**src/rtl/store_commit_buffer.sv**
```systemverilog
// In-order store commit buffer between the LSU store path and the data-cache write port.
// Optional same-cycle store-to-load forwarding is built when STORE_LOAD_FWD_EN is defined.
module store_commit_buffer #(
  parameter int unsigned DEPTH = 8,
  parameter int unsigned PTR_W = $clog2(DEPTH) + 1
) (
  input  logic             clk,
  input  logic             rst,
  input  logic             flush,
  input  logic             enq_valid,
  input  logic [31:0]      enq_addr,
  input  logic [31:0]      enq_data,
  input  logic [1:0]       enq_size,
  output logic             enq_ready,
  input  logic             fire_store,
  input  logic             fire_store1,
  output logic             mem_req_valid,
  output logic [31:0]      mem_req_addr,
  output logic [31:0]      mem_req_wdata,
  output logic [3:0]       mem_req_be,
  input  logic             mem_req_ready,
  output logic             drained,
  output logic [PTR_W-1:0] spec_cnt,
  input  logic [31:0]      ld_addr,
  output logic             ld_fwd_hit,
  output logic [31:0]      ld_fwd_data,
  output logic [3:0]       ld_fwd_be
);

  localparam int unsigned IDX_W = $clog2(DEPTH);

  // head..cmt are retired, cmt..tail are speculative; MSB is the wrap bit
  logic [PTR_W-1:0] head, cmt, tail;
  logic [PTR_W-1:0] head_nxt, cmt_nxt, tail_nxt;
  logic [PTR_W-1:0] occupancy, fire_req, cmt_adv;
  logic [IDX_W-1:0] head_idx, tail_idx;
  logic             enq_fire, drain_fire;
  logic [3:0]       fmt_be;
  logic [31:0]      fmt_wdata;
  logic             unused_ld;

  logic [29:0]      ent_addr  [DEPTH];
  logic [31:0]      ent_wdata [DEPTH];
  logic [3:0]       ent_be    [DEPTH];

  assign occupancy     = tail - head;
  assign spec_cnt      = tail - cmt;
  assign enq_ready     = (occupancy != PTR_W'(DEPTH));
  assign drained       = (head == cmt);
  assign mem_req_valid = !drained;
  assign head_idx      = head[IDX_W-1:0];
  assign tail_idx      = tail[IDX_W-1:0];
  assign enq_fire      = enq_valid && enq_ready && !flush;
  assign drain_fire    = mem_req_valid && mem_req_ready;

  // Retire count is clamped to the speculative population so cmt never passes tail
  assign fire_req = PTR_W'(fire_store) + PTR_W'(fire_store1);
  assign cmt_adv  = (fire_req > spec_cnt) ? spec_cnt : fire_req;

  // Head entry is presented directly; zeroed while nothing is retired
  assign mem_req_addr  = mem_req_valid ? {ent_addr[head_idx], 2'b00} : 32'h0;
  assign mem_req_wdata = mem_req_valid ? ent_wdata[head_idx] : 32'h0;
  assign mem_req_be    = mem_req_valid ? ent_be[head_idx] : 4'h0;

  // Lane placement of the raw register value; size 3 never arrives and falls back to word
  always_comb begin
    fmt_be    = 4'b1111;
    fmt_wdata = enq_data;
    case (enq_size)
      2'd0: begin
        fmt_be    = 4'b0001 << enq_addr[1:0];
        fmt_wdata = {4{enq_data[7:0]}};
      end
      2'd1: begin
        fmt_be    = enq_addr[1] ? 4'b1100 : 4'b0011;
        fmt_wdata = {2{enq_data[15:0]}};
      end
      default: begin
        fmt_be    = 4'b1111;
        fmt_wdata = enq_data;
      end
    endcase
  end

  // Flush rewinds tail onto the post-commit cmt, discarding speculative work
  always_comb begin
    head_nxt = head;
    cmt_nxt  = cmt + cmt_adv;
    tail_nxt = tail;
    if (drain_fire) begin
      head_nxt = head + PTR_W'(1);
    end
    if (flush) begin
      tail_nxt = cmt_nxt;
    end else if (enq_fire) begin
      tail_nxt = tail + PTR_W'(1);
    end
  end

  always_ff @(posedge clk or posedge rst) begin
    if (rst) begin
      head <= '0;
      cmt  <= '0;
      tail <= '0;
    end else begin
      head <= head_nxt;
      cmt  <= cmt_nxt;
      tail <= tail_nxt;
    end
  end

  always_ff @(posedge clk) begin
    if (enq_fire) begin
      ent_addr[tail_idx]  <= enq_addr[31:2];
      ent_wdata[tail_idx] <= fmt_wdata;
      ent_be[tail_idx]    <= fmt_be;
    end
  end

`ifdef STORE_LOAD_FWD_EN
  logic [IDX_W-1:0] fwd_idx;

  // Walk oldest to youngest so the youngest matching entry wins
  always_comb begin
    ld_fwd_hit  = 1'b0;
    ld_fwd_data = 32'h0;
    ld_fwd_be   = 4'h0;
    fwd_idx     = head_idx;
    for (int unsigned k = 0; k < DEPTH; k++) begin
      fwd_idx = head_idx + IDX_W'(k);
      if ((PTR_W'(k) < occupancy) && (ent_addr[fwd_idx] == ld_addr[31:2])) begin
        ld_fwd_hit  = 1'b1;
        ld_fwd_data = ent_wdata[fwd_idx];
        ld_fwd_be   = ent_be[fwd_idx];
      end
    end
  end

  assign unused_ld = ^ld_addr[1:0];
`else
  assign ld_fwd_hit  = 1'b0;
  assign ld_fwd_data = 32'h0;
  assign ld_fwd_be   = 4'h0;
  assign unused_ld   = ^ld_addr;
`endif

  // Commit must never retire more stores than are speculative
  commit_within_tail: assert property (@(posedge clk) disable iff (rst) fire_req <= spec_cnt);

endmodule
```
**config.mk**
```make
export PLATFORM = sky130hd
export DESIGN_NAME = store_commit_buffer
export DESIGN_NICKNAME = d
export VERILOG_FILES = /design/src/rtl/store_commit_buffer.sv
export SDC_FILE = /design/constraint.sdc
export NUM_CORES = 1
export LEC_CHECK = 0
export CORE_ASPECT_RATIO = 0.75
export CORE_UTILIZATION = 35
export DETAILED_ROUTE_END_ITERATION = 16
export GPL_ROUTABILITY_DRIVEN = 1
export PLACE_DENSITY = 0.52
export SLEW_MARGIN = 5
export SYNTH_ARGS = -nofsm -noshare
export SYNTH_HDL_FRONTEND = slang
export SYNTH_SLANG_ARGS = --single-unit
```
**constraint.sdc**
```tcl
create_clock -name clk -period 10.7 [get_ports clk]
set_input_delay 1.07 -clock clk [delete_from_list [all_inputs] [get_ports clk]]
set_output_delay 1.07 -clock clk [all_outputs]
set_load 0.05 [all_outputs]
```
==> run metrics <==
syn_area_per_cell just under 20 µm²; Die Ht about 220 µm; fill count roughly 5400; most frequent cells in the layout 528 x edfxtp_1, 148 x nand2_1, 145 x clkdlybuf4s50_1; vias in the first global route about 11000; clock slew at reported path FFs 0.06 ns; Min Hold Slack 0.547 ns; commonest non-fill, non-tap cell in the layout edfxtp_1; Final Max Tran Viols 0; Final Cycle Share between 50% and 60%; Ant. Diodes 0; M2 GR Usage around 25%; most used routing layer met2; Cell Chain, Critical Path buf_4 -> buf_4 -> mux4_2 -> nand2_1 -> a21oi_1 -> clkdlybuf4s50_1; # hold bufs at CTS 0; Worst Tran Pin Value ~1.1 ns; Main synth FF type edfxtp_1; Max Cap Viol 0; crit-path leading delay family buffers and inverters; hold path start head[3]$_DFFE_PP0P_; Routed WL ~50000 µm; slew margin rel. 23.5%; WS Path Type flip-flop to primary output; Arr. time, crit path 4.65 ns; cells after synthesis ~1100; post-route setup TNS 0 ns; Core ar. roughly 60000 µm²; Syn. warnings 0; M3 GR Usage around 2.6%; Leakage between 8 and 9 nW; clk_skew roughly 0.021 ns; Wirelength per Cell ~24 µm; Clock Path Buffers 3; status finished clean; layout cell share with drive strength beyond 1 between 10% and 20%; port bufs 145; register area share after synthesis 74.6%; Hold Crit Class flip-flop to flip-flop; number of flops mapped to enable cells by yosys between 500 and 600; Critical Path Source head[0]$_DFFE_PP0P_; CP required 9.63 ns; Initial Util a little over a third; Critical Path Max Stage Delay roughly 0.90 ns; VDD IR max approximately 220 µV; total gr overflow 0; DIE AREA around 63000 µm²; Critical Path Sink Type primary output; clk_lat worst skew 0.61 ns; final setup fails 0; DRT antenna net count 0; routability congestion estimate 0.748; First DRT Iteration DRCs ~850; highest clock rate about 170 MHz; Area contributors post-synth edfxtp_1 73%, mux4_2 14%, nand2_1 2.6%; placed cell area between 20000 and 25000 µm²; Root Driver clkbuf_16; width of the die around 290 µm; Startpoint Class flip-flop; # rows 78; post-synth top area cell edfxtp_1; CP bufs+invs 3; postcts setup bufs 0; FFs w/ async S/R, synth around 2.2%; remaining routing DRC violations 0; Pre-Repair DR Iteration Count 4; RR Startpoint head[2]$_DFFE_PP0P_; detailed placement HPWL roughly 26000 µm; CP max FO between 40 and 50; flops & latches, synth between 500 and 600; post-CTS sizing 0; largest net degree at the start of global routing 63; initial antenna violation count 1; H-tree depth 2; first-pass GRT wire length 73500 µm; top cell type's share of synthesized area between 70 and 80%; GRT Util Overall approximately 16%; CTS Sinks 540; Via density 4.98; Cell variety after synth 40; Hold Fails Final Rpt 0; CTS tree done; Power Dens Cells around 310 nW/µm²; clock buffer count from CTS 55; routed vias about 11000; Mapped Area ~22000 µm²; Nets about 1400; post-route cell area 25700 µm²; synthesis-to-finish area growth 18.5%; met1 usage ~24%; critical path's slowest cell clkdlybuf4s50_1; io pins approximately 220; Critical Path Most Common Cell buf_4; RSZ-0062 raised after global routing no; Final min period between 5 and 6 ns
[layout make-up]
cell class / count / area (µm²) / area share, %
clock inverter: 24 / 275 / 1.07
sequential: 540 / 16200 / 63.0
inverter: 17 / 63.8 / 0.249
tap: 800 / 1000 / 3.90
multi-input combinational: 505 / 5070 / 19.8
timing repair buffer: 170 / 1640 / 6.39
clock buffer: 72 / 1440 / 5.61
[cells in the mapped netlist, drive strengths merged, types with 2 or more instances]
master    n
edfxtp  528
nand2   148
mux4    132
a21oi    72
buf      64
clkbuf   32
mux2     18
inv      16
ha       14
dfrtp    12
o21ai    11
mux2i    10
nor2      8
xor2      7
xnor2     6
nand3     5
nor2b     4
nor3      4
nor4      4
o21bai    4
a21o      2
a31oi     2
and2      2
fa        2
o31ai     2
or3       2
[metal layers]
layer / up-vias / share of wire [%]
li1: 4716 / -
met1: 5605 / 48
met2: 214 / 46
met3: 59 / 4.2
met4: 0 / 1.6
met5: - / 0
[cell families after synthesis]
logic type      after synthesis  synth area share, %
mux                         160                 15.1
simple gates                182                 3.57
buf+inv                     113                 2.85
other cells                   1               0.0173
xor+xnor                     13                0.526
flops                       540                 74.6
fa+ha+maj                    16                0.994
compound gates               94                 2.29
[stage by stage]
step	instances	setup WS (ns)	util (%)	power, W
finish	2128	4.98	42.2	0.00792
global route	2128	4.62	42.2	0.00830
CTS	2128	4.79	42.2	0.00805
detailed placement	2032	5.32	39.4	0.00618
global placement	2032	5.34	39.4	0.00617
floorplan	1158	1.42	-	0.00510
[registers in the layout, indices dropped and copies added (netlist names)]
register / flops
ent_wdata: 256
ent_addr: 240
cmt: 4
tail: 4
ent_be: 32
head: 4
[report_power, final]
part           switching (W)  total (W)  leakage (nW)  internal (W)
Sequential          0.000138    0.00268          4.90       0.00254
Clock               0.000784    0.00185         0.823       0.00107
Combinational        0.00218    0.00339          2.57       0.00122
[worst reg2reg max path, stage by stage (launching register included)]
cell and delay [ns]:
dfrtp_4 0.70, inv_2 0.72, ha_1 0.42, a21oi_1 0.19, and3_2 0.23, nor4_4 0.05
inv_1 0.18, nand2_1 0.18, nor3_2 0.89, buf_4 0.43, buf_4 0.73
[worst paths after layout]
check | end | slack [ns] | cells past startpoint
worst max-delay path | mem_req_wdata[5] | 4.98 | 6
worst min-delay path | head[3]$_DFFE_PP0P_ | 0.55 | 1
worst max register to register | ent_wdata[0][15]$_DFFE_PP_ | 5.58 | 10
worst min register to register | head[3]$_DFFE_PP0P_ | 0.55 | 1
max in group asynchronous | head[2]$_DFFE_PP0P_ | 9.51 | 2
min in group asynchronous | tail[3]$_DFFE_PP0P_ | 0.82 | 2
Power figures use the tool's default switching activity.
